## config.mk

```make
export PLATFORM = sky130hd
export DESIGN_NAME = seletor_aprovados
export DESIGN_NICKNAME = d
export VERILOG_FILES = /design/src/rtl/seletor_aprovados_pkg.sv /design/src/rtl/seletor_aprovados_codificador_prioridade.sv /design/src/rtl/seletor_aprovados.sv
export SDC_FILE = /design/constraint.sdc
export NUM_CORES = 1
export LEC_CHECK = 0
export ABC_AREA = 1
export ABC_CLOCK_PERIOD_IN_PS = 1440
export BUFFER_PORTS_ARGS = -buffer_cell sky130_fd_sc_hd__buf_2
export CAP_MARGIN = 10
export CORE_MARGIN = 2
export CORE_UTILIZATION = 52
export CTS_CLUSTER_SIZE = 24
export DETAILED_ROUTE_END_ITERATION = 10
export PLACE_DENSITY = 0.8
export SLEW_MARGIN = 20
export SYNTH_ARGS = -nofsm -noshare
export SYNTH_HDL_FRONTEND = slang
export SYNTH_SLANG_ARGS = --single-unit
```

## constraint.sdc

```tcl
create_clock -name clk -period 1.44 [get_ports clk]
set_input_delay 0.288 -clock clk [delete_from_list [all_inputs] [get_ports clk]]
set_output_delay 0.288 -clock clk [all_outputs]
set_load 0.03 [all_outputs]
```

## src/rtl/seletor_aprovados_pkg.sv

```systemverilog
// Shared types and helpers for the approved-node selector.
package seletor_aprovados_pkg;

  typedef enum logic [1:0] {
    OCIOSO = 2'd0,
    EMITE  = 2'd1,
    FIM    = 2'd2,
    ESPERA = 2'd3
  } estado_t;

  // Slot-index width; a single slot still needs one index bit.
  function automatic int idx_width(input int n);
    if (n <= 1) return 1;
    return $clog2(n);
  endfunction

endpackage

```

## src/rtl/seletor_aprovados_codificador_prioridade.sv

```systemverilog
// Lowest-set-bit encoder: slot 0 has the highest priority.
module codificador_prioridade
  import seletor_aprovados_pkg::*;
#(
  parameter int NUM_NA    = 4,
  parameter int IDX_WIDTH = idx_width(NUM_NA)
) (
  input  logic [NUM_NA-1:0]    mascara_in,
  output logic [IDX_WIDTH-1:0] indice_out,
  output logic                 algum_out
);

  // Scan from the top so the lowest set bit is the last one written.
  always_comb begin
    indice_out = '0;
    for (int i = NUM_NA - 1; i >= 0; i--) begin
      if (mascara_in[i]) indice_out = IDX_WIDTH'(i);
    end
  end

  assign algum_out = |mascara_in;

endmodule

```

## src/rtl/seletor_aprovados.sv

```systemverilog
// Snapshots the evaluator's approved nodes and serialises them to the
// valid-neighbour locator, writing each node's predecessor on acceptance.
//
// state  | meaning
// OCIOSO | idle, waiting for aa_pronto_in to capture a snapshot
// EMITE  | offering the lowest pending slot to the locator
// FIM    | all nodes sent; one-cycle classification-update pulse
// ESPERA | one guard cycle so the evaluator's ready can fall
module seletor_aprovados
  import seletor_aprovados_pkg::*;
#(
  parameter int NUM_NA          = 4,
  parameter int ADDR_WIDTH      = 5,
  parameter int DISTANCIA_WIDTH = 5,
  parameter int IDX_WIDTH       = idx_width(NUM_NA)
) (
  input  logic                              clk,
  input  logic                              rst_n,
  input  logic                              aa_pronto_in,
  input  logic [NUM_NA-1:0]                 aa_aprovado_in,
  input  logic [ADDR_WIDTH*NUM_NA-1:0]      aa_endereco_in,
  input  logic [DISTANCIA_WIDTH*NUM_NA-1:0] aa_distancia_in,
  input  logic [ADDR_WIDTH*NUM_NA-1:0]      aa_anterior_data_in,
  input  logic                              lvv_ready_in,
  output logic                              sa_valido_out,
  output logic [ADDR_WIDTH-1:0]             sa_endereco_out,
  output logic [DISTANCIA_WIDTH-1:0]        sa_distancia_out,
  output logic [IDX_WIDTH-1:0]              sa_indice_out,
  output logic                              sa_anterior_wr_en_out,
  output logic [ADDR_WIDTH-1:0]             sa_anterior_addr_out,
  output logic [ADDR_WIDTH-1:0]             sa_anterior_data_out,
  output logic                              sa_atualizar_classificacao_out,
  output logic                              sa_sem_aprovado_out,
  output logic                              sa_ocupado_out
);

  estado_t                    estado_q, estado_d;
  logic [NUM_NA-1:0]          pend_q, pend_d;
  logic                       sem_q, sem_d;
  logic [ADDR_WIDTH-1:0]      end_q  [NUM_NA];
  logic [ADDR_WIDTH-1:0]      end_d  [NUM_NA];
  logic [DISTANCIA_WIDTH-1:0] dist_q [NUM_NA];
  logic [DISTANCIA_WIDTH-1:0] dist_d [NUM_NA];
  logic [ADDR_WIDTH-1:0]      ant_q  [NUM_NA];
  logic [ADDR_WIDTH-1:0]      ant_d  [NUM_NA];

  logic [IDX_WIDTH-1:0] sel_idx;
  logic                 sel_algum;
  logic [NUM_NA-1:0]    sel_bit;
  logic                 aceito;

  codificador_prioridade #(
    .NUM_NA    (NUM_NA),
    .IDX_WIDTH (IDX_WIDTH)
  ) u_prio (
    .mascara_in (pend_q),
    .indice_out (sel_idx),
    .algum_out  (sel_algum)
  );

  // Next-state, snapshot capture and output mux.
  always_comb begin
    estado_d = estado_q;
    pend_d   = pend_q;
    sem_d    = 1'b0;
    end_d    = end_q;
    dist_d   = dist_q;
    ant_d    = ant_q;
    sel_bit  = '0;
    aceito   = 1'b0;

    sa_valido_out                  = 1'b0;
    sa_endereco_out                = '0;
    sa_distancia_out               = '0;
    sa_indice_out                  = '0;
    sa_anterior_wr_en_out          = 1'b0;
    sa_anterior_addr_out           = '0;
    sa_anterior_data_out           = '0;
    sa_atualizar_classificacao_out = 1'b0;
    sa_sem_aprovado_out            = 1'b0;
    sa_ocupado_out                 = (estado_q != OCIOSO);

    unique case (estado_q)
      OCIOSO: begin
        if (aa_pronto_in) begin
          pend_d = aa_aprovado_in;
          for (int i = 0; i < NUM_NA; i++) begin
            end_d[i]  = aa_endereco_in[ADDR_WIDTH*i +: ADDR_WIDTH];
            dist_d[i] = aa_distancia_in[DISTANCIA_WIDTH*i +: DISTANCIA_WIDTH];
            ant_d[i]  = aa_anterior_data_in[ADDR_WIDTH*i +: ADDR_WIDTH];
          end
          if (aa_aprovado_in == '0) begin
            sem_d    = 1'b1;
            estado_d = ESPERA;
          end else begin
            estado_d = EMITE;
          end
        end
      end
      EMITE: begin
        if (sel_algum) begin
          sa_valido_out    = 1'b1;
          sa_endereco_out  = end_q[sel_idx];
          sa_distancia_out = dist_q[sel_idx];
          sa_indice_out    = sel_idx;
          aceito           = lvv_ready_in;
        end else begin
          // Unreachable with a sane mask; recover instead of stalling.
          estado_d = FIM;
        end
        if (aceito) begin
          sa_anterior_wr_en_out = 1'b1;
          sa_anterior_addr_out  = end_q[sel_idx];
          sa_anterior_data_out  = ant_q[sel_idx];
          sel_bit[sel_idx]      = 1'b1;
          pend_d                = pend_q & ~sel_bit;
          if (pend_d == '0) estado_d = FIM;
        end
      end
      FIM: begin
        sa_atualizar_classificacao_out = 1'b1;
        estado_d                       = ESPERA;
      end
      ESPERA: begin
        // An empty snapshot reports both pulses here, one cycle after capture.
        sa_sem_aprovado_out            = sem_q;
        sa_atualizar_classificacao_out = sem_q;
        estado_d                       = OCIOSO;
      end
      default: estado_d = OCIOSO;
    endcase
  end

  // State, pending mask and snapshot registers with synchronous reset.
  always_ff @(posedge clk) begin
    if (!rst_n) begin
      estado_q <= OCIOSO;
      pend_q   <= '0;
      sem_q    <= 1'b0;
      for (int i = 0; i < NUM_NA; i++) begin
        end_q[i]  <= '0;
        dist_q[i] <= '0;
        ant_q[i]  <= '0;
      end
    end else begin
      estado_q <= estado_d;
      pend_q   <= pend_d;
      sem_q    <= sem_d;
      end_q    <= end_d;
      dist_q   <= dist_d;
      ant_q    <= ant_d;
    end
  end

endmodule

```

# Yosys cells after proc, flatten, opt, wreduce, memory -nomap -nowiden

Cells that the tools add are included.

Flip-flop bits (word level): 67
Output and inout port bits: 27
Logic and storage cells: 79

Order comparisons: 3
Equality and inequality tests: 5
Muxes and demuxes: 43
Bitwise operators: 3
Reduce and logical (&&, ||, !) cells: 10

Operators with widths:

| kind                                                                                 | number |
|---|---|
| 5-bit two-way mux                                                                    | 14 |
| 5-bit binary-select mux with 2-bit select                                            | 3 |
| 2-bit two-way mux                                                                    | 11 |
| 1-bit two-way mux                                                                    | 9 |
| 4-bit zero test                                                                      | 2 |
| 4-bit two-way mux                                                                    | 2 |
| 2-bit case mux with 4 select lines                                                   | 1 |
| 4-bit case mux with 2 select lines                                                   | 1 |
| 3-bit AND reduction                                                                  | 2 |
| 4-bit AND                                                                            | 1 |
| 2-bit == test (second input constant)                                                | 2 |
| 2-bit inequality test (second input constant)                                        | 2 |
| 4-bit inverter                                                                       | 1 |
| 2-bit nonzero test                                                                   | 2 |
| 4-bit OR reduction                                                                   | 1 |
| 3-bit greater-or-equal comparator (second input constant)                            | 1 |
| 2-bit by 3-bit < comparator with 1-bit output (second input constant)                | 1 |
| 2-bit inverter with 3-bit output                                                     | 1 |
| 1-bit demux with 2-bit select                                                        | 1 |
| 2-bit by 1-bit == test with 1-bit output (second input constant)                     | 1 |
| 2-bit by 1-bit greater-or-equal comparator with 1-bit output (second input constant) | 1 |
| 2-bit zero test                                                                      | 1 |
| 1-bit case mux with 2 select lines                                                   | 1 |
| 2-bit AND reduction                                                                  | 1 |
| 1-bit logical AND                                                                    | 1 |

# Depth between registers and ports, before layout

Gate-level depths: netlist (run 1).

Word-level depth: 14
Depth in mapped cells: 9

# Modules after synthesis

A second synthesis (run 1) with hierarchy kept.

Cells, all modules: 414
Area, all modules: 2951.6 sq um

By module, submodules not included:

| module                 | times used | cells an instance | area an instance (sq um) | sequential area each (sq um) |
|---|---|---|---|---|
| seletor_aprovados      | 1          | 405               | 2905.3                   | 1341.3 |
| codificador_prioridade | 1          | 9                 | 46.3                     | 0.0 |

# Worst setup path after synthesis (run 1)

No wires, ideal clock.

Kind: register to output
From: reg pend_q[2]
To: out sa_anterior_data_out[0]
Arrival: 1.422 ns
Required time: 1.152 ns
Path slack: -0.270 ns
Cell stages (with the launch flop): 7
Cells stage by stage: dfxtp_1 buf_4 clkbuf_1 nand3_1 nand2_1 inv_1 a21oi_1

Longest elaborated chain between the ends: 9
Elaborated cells on any way between the ends: 12
Those cells by class: 10 x mux; 1 x bitwise; 1 x reduce/logical

Ends and longest elaborated chain:

| what                                                   | line                                           | text |
|---|---|---|
| start, declared                                        | seletor_aprovados.sv:38                        | `logic [NUM_NA-1:0] pend_q, pend_d;` |
| start signal, assigned                                 | seletor_aprovados.sv:147                       | `pend_q <= pend_d;` |
| 2-bit two-way mux (3 in a row)                         | seletor_aprovados_codificador_prioridade.sv:17 | `if (mascara_in[i]) indice_out = IDX_WIDTH'(i);` |
| 2-bit inverter with 3-bit output (not written as such) | seletor_aprovados.sv:114                       | `sa_anterior_data_out = ant_q[sel_idx];` |
| 5-bit binary-select mux with 2-bit select              | seletor_aprovados.sv:114                       |  |
| 5-bit two-way mux (not written as such) (2 in a row)   | seletor_aprovados.sv:114                       |  |
| 5-bit two-way mux *                                    | seletor_aprovados.sv:111                       | `if (aceito) begin` |
| 5-bit two-way mux *                                    | seletor_aprovados.sv:83                        | `unique case (estado_q)` |
| end, declared                                          | seletor_aprovados.sv:31                        | `output logic [ADDR_WIDTH-1:0] sa_anterior_data_out,` |

Every way passes the cells marked *; elsewhere a longest branch is shown, timed or not. The select of a mux whose other input is x is not followed.

# Worst setup path after layout (run 1)

From: reg pend_q[0]
To: out sa_distancia_out[1]

Longest elaborated chain between the ends: 7
Elaborated cells on any way between the ends: 8
Those cells by class: 6 x mux; 1 x bitwise; 1 x reduce/logical

Ends and longest elaborated chain:

| what                                                   | line                                           | text |
|---|---|---|
| 2-bit two-way mux                                      | seletor_aprovados_codificador_prioridade.sv:17 |  |
| 2-bit inverter with 3-bit output (not written as such) | seletor_aprovados.sv:104                       | `sa_distancia_out = dist_q[sel_idx];` |
| 5-bit binary-select mux with 2-bit select              | seletor_aprovados.sv:104                       |  |
| 5-bit two-way mux (not written as such) (2 in a row)   | seletor_aprovados.sv:104                       |  |
| 5-bit two-way mux *                                    | seletor_aprovados.sv:101                       | `if (sel_algum) begin` |
| 5-bit two-way mux *                                    | seletor_aprovados.sv:83                        |  |
| end, declared                                          | seletor_aprovados.sv:27                        | `output logic [DISTANCIA_WIDTH-1:0] sa_distancia_out,` |

Marks and branches as above.

==> metrics list, run 1 <==
- Result of the run: finished with violations
- Violations in the final reports: negative setup slack
- Across the whole layout, storage elements account for 1360 um^2.
- For this run, the number of Yosys warnings is 0.
- The biggest area contributor in the post-synthesis netlist is dfxtp_1.
- Cells with a size suffix above 1 make up 46.1% of the layout.
- Placed wire-length estimate: 6.05 mm
- The library cell used most frequently in the layout, excluding fill and tap cells, is nor2_1.
* Starting density of the core: 54.0%
* Hold Crit Start: aa_anterior_data_in[14]
- Part of the Yosys area used for sequential elements: 41.7%
- The worst hold path belongs to the class input port to register.
* Final Hold Fails: 0
- RR Startpoint: pend_q[2]
- Wire length of the first global-routing pass: 16.6 mm
- Share of the synthesized area in the top cell type: 41.7%
- The first TritonRoute pass finished after 8 iterations.
* Net count after synthesis: 544
- Insertion delay of the later-clocked pin in the worst-skew pair: 0.37 ns
- Total vias in the final route: 4,396
- Clock-pin slew was measured on the worst setup and hold paths at 0.10 ns.
- I/O Buffers: 94
* Final Routed Wirelength: 16.2 mm
* Biggest area contributors in the synthesized netlist: dfxtp_1, nor2_1, o21ai_0
- The die is 82.7 um wide.
- The via count of the first global-routing pass was 3,581.
- Core area: 5960 um^2
- In this run the critical register-to-register path is captured at pend_q[0].
- Cells fill 89.7% of the core in the end.
- Sort of element at the end of the critical path: output pin
- IR analysis of the VDD net gives a maximum drop of 1.38 mV.
* Total I/O pin count: 95
- Entering global routing, the biggest net connects 67 pins.
- Highest-count cells in the layout ignoring fill and taps: nor2_1, buf_2, dfxtp_1
- The number of slew-limit violations in the final report came to 0.
- Cell chosen for the clock root: clkbuf_8
* Worst slack after detailed placement: -0.236 ns
- Minimum clock period after layout: 2.28 ns
* CTS tree: built
- Pin slew with the least headroom to its limit: 0.489 ns
- The path with the worst hold slack has its endpoint at ant_q[9].
- The repair_antennas step left the layout with diodes totalling 0.
* Crit path DAT: 1.99 ns
- In the synthesized netlist, the number of instances is 476.
* DR vias/cell: 6.45
- PnR Total Power: 0.00725 W
- Row generation in the floorplan step produced 28 rows.
- Synthesis-to-layout area growth: 66.0%
- Final nets: 670
- In this run the worst path has a maximum fanout of 8.
- Final Skew: 0.0235 ns
- Critical path startpoint category: register
* Synthesized area per cell: 6.76 um^2
- Peak clock frequency supported by timing: 439 MHz
- Final worst slack: -0.839 ns
- The number of cells on the worst reg-to-reg path is 13.
- Design area: 5340 um^2
- Global routing used 32.3% of the available tracks across all layers.
- Routability-driven placement finished with a final weighted congestion of 0.899.
- In this run the static leakage power is 2.40 nW.
- Footprint of the multi-input gates: 2100 um^2
* Sinks on the clock net: 67
- Wire length per cell: 23.7 um
- PwrDens: 1360 nW/um^2
- Setup violations remaining at the end of the flow were counted as 60.
* Htree depth: 3
- After detailed routing, the number of remaining DRC violations is 0.
- Initial antenna violation count: 0
- The critical path is of the register to output pin type.
* Number of clock buffers inserted by TritonCTS: 9
- Reg2reg setup slack: -0.47 ns
- Final cell count without fillers: 682
* Total congestion overflow: 0
- DRT iter0 DRCs: 612
- Summing all placed instances gives a cell area of 4150 um^2.
* Mapped Area: 3220 um^2
- Number of fill cells: 211
- Data required time of the critical path: 1.15 ns
* Number of cells on the worst hold path: 3
- The longest clock path from root to sink contains 2 buffers.
- Number of synthesized register bits: 67
- Setup repair after global routing missed its margin: yes
- Headroom to the max-slew limit came out at 67.0%.
* Synth cell types: 23
* Die extent in y: 82.7 um
- Once detail routing completed, the nets flagged for antenna violations numbered 0.
* Total instance count after detailed placement: 641
- Total Die Area: 6830 um^2
* Final period util: 158%
- Number of max-cap violations: 0
-- repair_timing --
| item | 4_1_cts | 5_1_grt |
|---|---|---|
| cloned | 2 | 6 |
| gates resized for setup | 119 | 100 |
| endpoints found under the setup margin | 31 | 80 |
| endpoints found under the hold margin | 0 | 0 |
| pin swaps | 27 | 32 |
| setup buffers | 10 | 8 |
| hold buffers | 0 | 0 |
-- critical path: stages, from the launching register on --
cell and delay [ns]:
dfxtp_4 0.38, inv_1 0.23, nand2_4 0.16, clkbuf_16 0.20, nand2_1 0.15, nand3_2 0.16, a21oi_4 0.18, buf_6 0.15
-- through the flow --
stage	hold slack (ns)	TNS (ns)
2_1_floorplan	0.425	-0.882
3_3_place_gp	0.440	-4.04
3_5_place_dp	0.447	-4.71
4_1_cts	0.174	-11.09
5_1_grt	0.191	-21.54
6_report	0.169	-19.50
-- cell families after synthesis --
logic type | Yosys count | synth area share, %
simple gates | 224 | 30.6
buf+inv | 80 | 11.2
compound gates | 105 | 16.5
flops | 67 | 41.7
-- flip-flops by register name, summed over array words and instances (netlist names) --
signal / count
sem_q: 1
pend_q: 4
ant_q: 20
dist_q: 20
estado_q: 2
end_q: 20
-- final cells by class --
cell class                 instances  share of cell area (%)
timing repair buffer             143                    24.8
clock buffer                      12                    2.91
tap                               75                    1.76
clock inverter                     4                    1.34
multi-input combinational        329                    39.2
inverter                          52                    4.45
sequential                        67                    25.5
-- metal layers --
metal	GRT usage (%)	up-vias	part of all wire, %
met1	37.7	1972	34
met3	8.15	177	13
li1	-	1765	-
met5	0	-	0.45
met4	15.9	4	8.0
met2	54.8	478	44
-- synthesized netlist by cell type (all sizes together) --
master    n
a21oi    35
buf      21
clkbuf    7
dfxtp    67
inv      52
nand2    69
nand3    36
nand3b    5
nor2    113
nor3      1
o21ai    70
-- where the power goes --
group / internal (W) / switching, W / leakage (nW) / total [W]
logic: 0.00126 / 0.00182 / 1.73 / 0.00308
registers: 0.00207 / 0.000187 / 0.559 / 0.00226
clock network: 0.00107 / 0.000835 / 0.117 / 0.00191
total: 0.00441 / 0.00284 / 2.40 / 0.00725
-- worst max path at each step --
stage	from	cells after the start	to	slack [ns]
after floorplan	pend_q[3]	8	sa_distancia_out[4]	-0.1
final	pend_q[0]	7	sa_distancia_out[1]	-0.84
after CTS	pend_q[2]	6	sa_anterior_data_out[3]	-0.50
after global routing	pend_q[0]	7	sa_distancia_out[1]	-0.79
after detailed placement	pend_q[0]	8	sa_anterior_data_out[2]	-0.24
after global placement	pend_q[2]	8	sa_anterior_data_out[0]	-0.21
(Power assumes the default switching activity.)
==> run 2: changes to the inputs <==
--- a/config.mk
+++ b/config.mk
@@ -14,4 +14,5 @@
 export CTS_CLUSTER_SIZE = 24
 export DETAILED_ROUTE_END_ITERATION = 10
+export GPL_ROUTABILITY_DRIVEN = 0
 export PLACE_DENSITY = 0.8
 export SLEW_MARGIN = 20
==> constraint.sdc (replaced) <==
create_clock -name clk -period 1.44 [get_ports clk]
set_input_delay 0 -clock clk [delete_from_list [all_inputs] [get_ports clk]]
set_output_delay 0 -clock clk [all_outputs]
set_load 0.03 [all_outputs]
==> metrics list, run 2 (same netlist as run 1, synthesis figures left out) <==
* Result of the run: finished with violations
- Violations in the final reports: negative setup slack
- Post-route DRC violation count: 0 (unchanged)
- STA classifies the critical path startpoint as a register.
- Number of clock buffers inserted by TritonCTS: 9 (unchanged)
- Final period util: 132% (-26 points)
* Most common library cell in the layout ignoring fill and taps: nor2_1
- Registers with the highest flip-flop counts: ant_q (20), dist_q (20), end_q (20)
- The critical path in this run is classified as register to output pin.
* Core area: 5960 um^2 (unchanged)
* Final cell count without fillers: 728 (+6.7%)
* PwrDens: 1250 nW/um^2 (-7.7%)
* Lkg Pwr: 2.40 nW (about the same)
- The H-tree level count was 3 (unchanged).
* Design area: 5200 um^2 (-2.5%)
- The final routed wirelength across all metal layers was 13.7 mm (-15%).
- The worst setup path is captured at an output pin.
- Proportion of layout cells with a drive suffix above 1: 33.2% (-13 points)
- Setup repair after global routing missed its margin: yes
* Highest-count cells in the layout ignoring fill and taps: nor2_1, buf_2, dlygate4sd3_1
- Crit path DAT: 1.91 ns (-0.08 ns)
- The number of cells in the design after placement is 632 (-1.4%).
* End-of-flow core utilization: 87.4% (-2.3 points)
- The number of fill cells in the layout is 276 (+31%).
- Reg2reg setup slack: -0.22 ns (+0.25 ns)
- Maximum number of pins on one net before global-route repair: 49 (-27%)
- The row count was 28 (unchanged).
- Detailed-router iteration count before antenna repair: 7 (-1)
- Die W: 82.7 um (unchanged)
- Starting density of the core: 54.0% (unchanged)
- Placed wire-length estimate: 5.71 mm (-5.6%)
- The total routing resource utilization after global routing is 31.2% (-1.1 points).
- The clock sink count is 67 (unchanged).
- Number of max-cap violations: 0 (unchanged)
- Path class of the lowest-slack min-delay path: input port to register
- The headroom to the max-slew limit came to 68.8% (+1.8 points).
* Post-place instance area: 3780 um^2 (-8.8%)
* Wire length of the first global-routing pass: 16.0 mm (-4.0%)
* Initial antenna violation count: 0 (unchanged)
* Insertion delay of the later-clocked pin in the worst-skew pair: 0.36 ns (about the same)
- Total I/O pin count: 95 (unchanged)
- The final count of negative-setup-slack endpoints was 30 (-50%).
- Biggest fanout along the worst timing path: 4 (-4)
- The number of slew-limit violations in the final report came to 0 (unchanged).
* Total congestion overflow: 0 (unchanged)
- The detailed-route via count was 4,320 (-1.7%).
- Final Skew: 0.00654 ns (-0.0170 ns)
- Minimum clock period after layout: 1.91 ns (-0.374 ns)
- Number of antenna repair diodes: 0 (unchanged)
* Footprint of the multi-input gates: 1720 um^2 (-18%)
- The buffer depth of the longest clock path came to 2 (unchanged).
- I/O Buffers: 94 (unchanged)
* Wire length per cell: 18.8 um (-21%)
- The area used by sequential logic in the layout was 1360 um^2 (unchanged).
- Data required time of the critical path: 1.44 ns (+0.29 ns)
- The mean number of vias per cell is 5.93 (-7.9%).
- The vertical extent of the die came to 82.7 um (unchanged).
* Final hold slack: 0.0899 ns (-0.0793 ns)
* DRT iter0 DRCs: 624 (+2.0%)
- Synthesis-to-layout area growth: 61.8%
- The number of nets with antenna violations after routing is 0 (unchanged).
- The slew of the pin with the lowest slew margin was 0.463 ns (-0.0266 ns).
- The final worst-path setup slack is -0.465 ns (+0.374 ns).
- The maximum operating frequency is 525 MHz (+20%).
* Worst slack after detailed placement: -0.00333 ns (+0.233 ns)
* Total Die Area: 6830 um^2 (unchanged)
- Final Hold Fails: 0 (unchanged)
* CTS clock-pin slew for the worst setup and hold paths: 0.07 ns (-0.03 ns)
- CTS tree: built
- The root buffer cell chosen for the clock tree is clkbuf_8.
- The via count of the first global-routing pass was 3,472 (-3.0%).
- The number of nets in the final layout is 716 (+6.9%).
* Peak supply drop: 0.915 mV (-33%)
run 2: changes by cell type in the layout (fill, tap and decap cells not counted), moves of 8 or more:
cell | before | now
dlygate4sd3_1 | 0 | 63
nor2_4 | 16 | 6
nand3_4 | 10 | 1
inv_1 | 33 | 44
a21oi_4 | 10 | 0
nand2_1 | 36 | 49
o21ai_0 | 25 | 53
buf_6 | 41 | 22
a21oi_2 | 2 | 10
o21ai_1 | 35 | 13
run 2: metrics by stage:
stage | total power (W) | TNS, ns
4_1_cts | 0.00594 | -3.34
3_5_place_dp | 0.00371 | -0.00333
5_1_grt | 0.00672 | -8.27
6_report | 0.00652 | -6.94
2_1_floorplan | 0.00327 | 0
3_3_place_gp | 0.00367 | 0
run 2: critical path, cell delays in order (launching register included):
cell	delay, ns
dfxtp_4	0.36
buf_4	0.14
nor2_4	0.17
buf_2	0.18
nand3_1	0.07
nand2_1	0.09
inv_1	0.08
a21oi_1	0.24
buf_4	0.22
run 2: report_power, final:
part	switching [W]	total, W	internal (W)
registers	0.000149	0.00222	0.00207
clock network	0.000747	0.00194	0.00119
logic	0.00141	0.00236	0.000948
total	0.00231	0.00652	0.00421
run 2: path summary, 6_finish.rpt:
kind,from,endpoint,cells past startpoint
hold / removal,aa_aprovado_in[3],pend_q[3],5
setup / recovery,pend_q[2],sa_distancia_out[0],8
setup reg to reg,estado_q[0],ant_q[10],6
hold reg to reg,dist_q[19],dist_q[19],2
run 2: cell type report:
type | instances | area share [%]
multi-input cells | 329 | 33.1
repair buffers | 189 | 30.2
flip-flops and latches | 67 | 26.2
inverters | 52 | 4.13
clock buffers | 11 | 2.72
clock inverters | 5 | 1.92
well taps | 75 | 1.80
run 2: what timing repair did:
| action | in CTS | in global routing |
|---|---|---|
| pin swaps | 5 | 16 |
| endpoints found under the hold margin | 62 | 0 |
| cloned | 1 | 3 |
| endpoints found under the setup margin | 23 | 28 |
| setup buffers | 7 | 6 |
| hold buffers | 63 | 0 |
| gates resized for setup | 70 | 56 |
run 2: routing by layer:
metal	vias to the layer above	part of all wire, %	wire (um)	track usage [%]
met1	1944	35	4810	36.9
met4	0	7.5	1020	18.4
met5	-	0	0	0
met3	128	11	1470	5.98
met2	393	47	6400	52.3
li1	1855	-	-	-
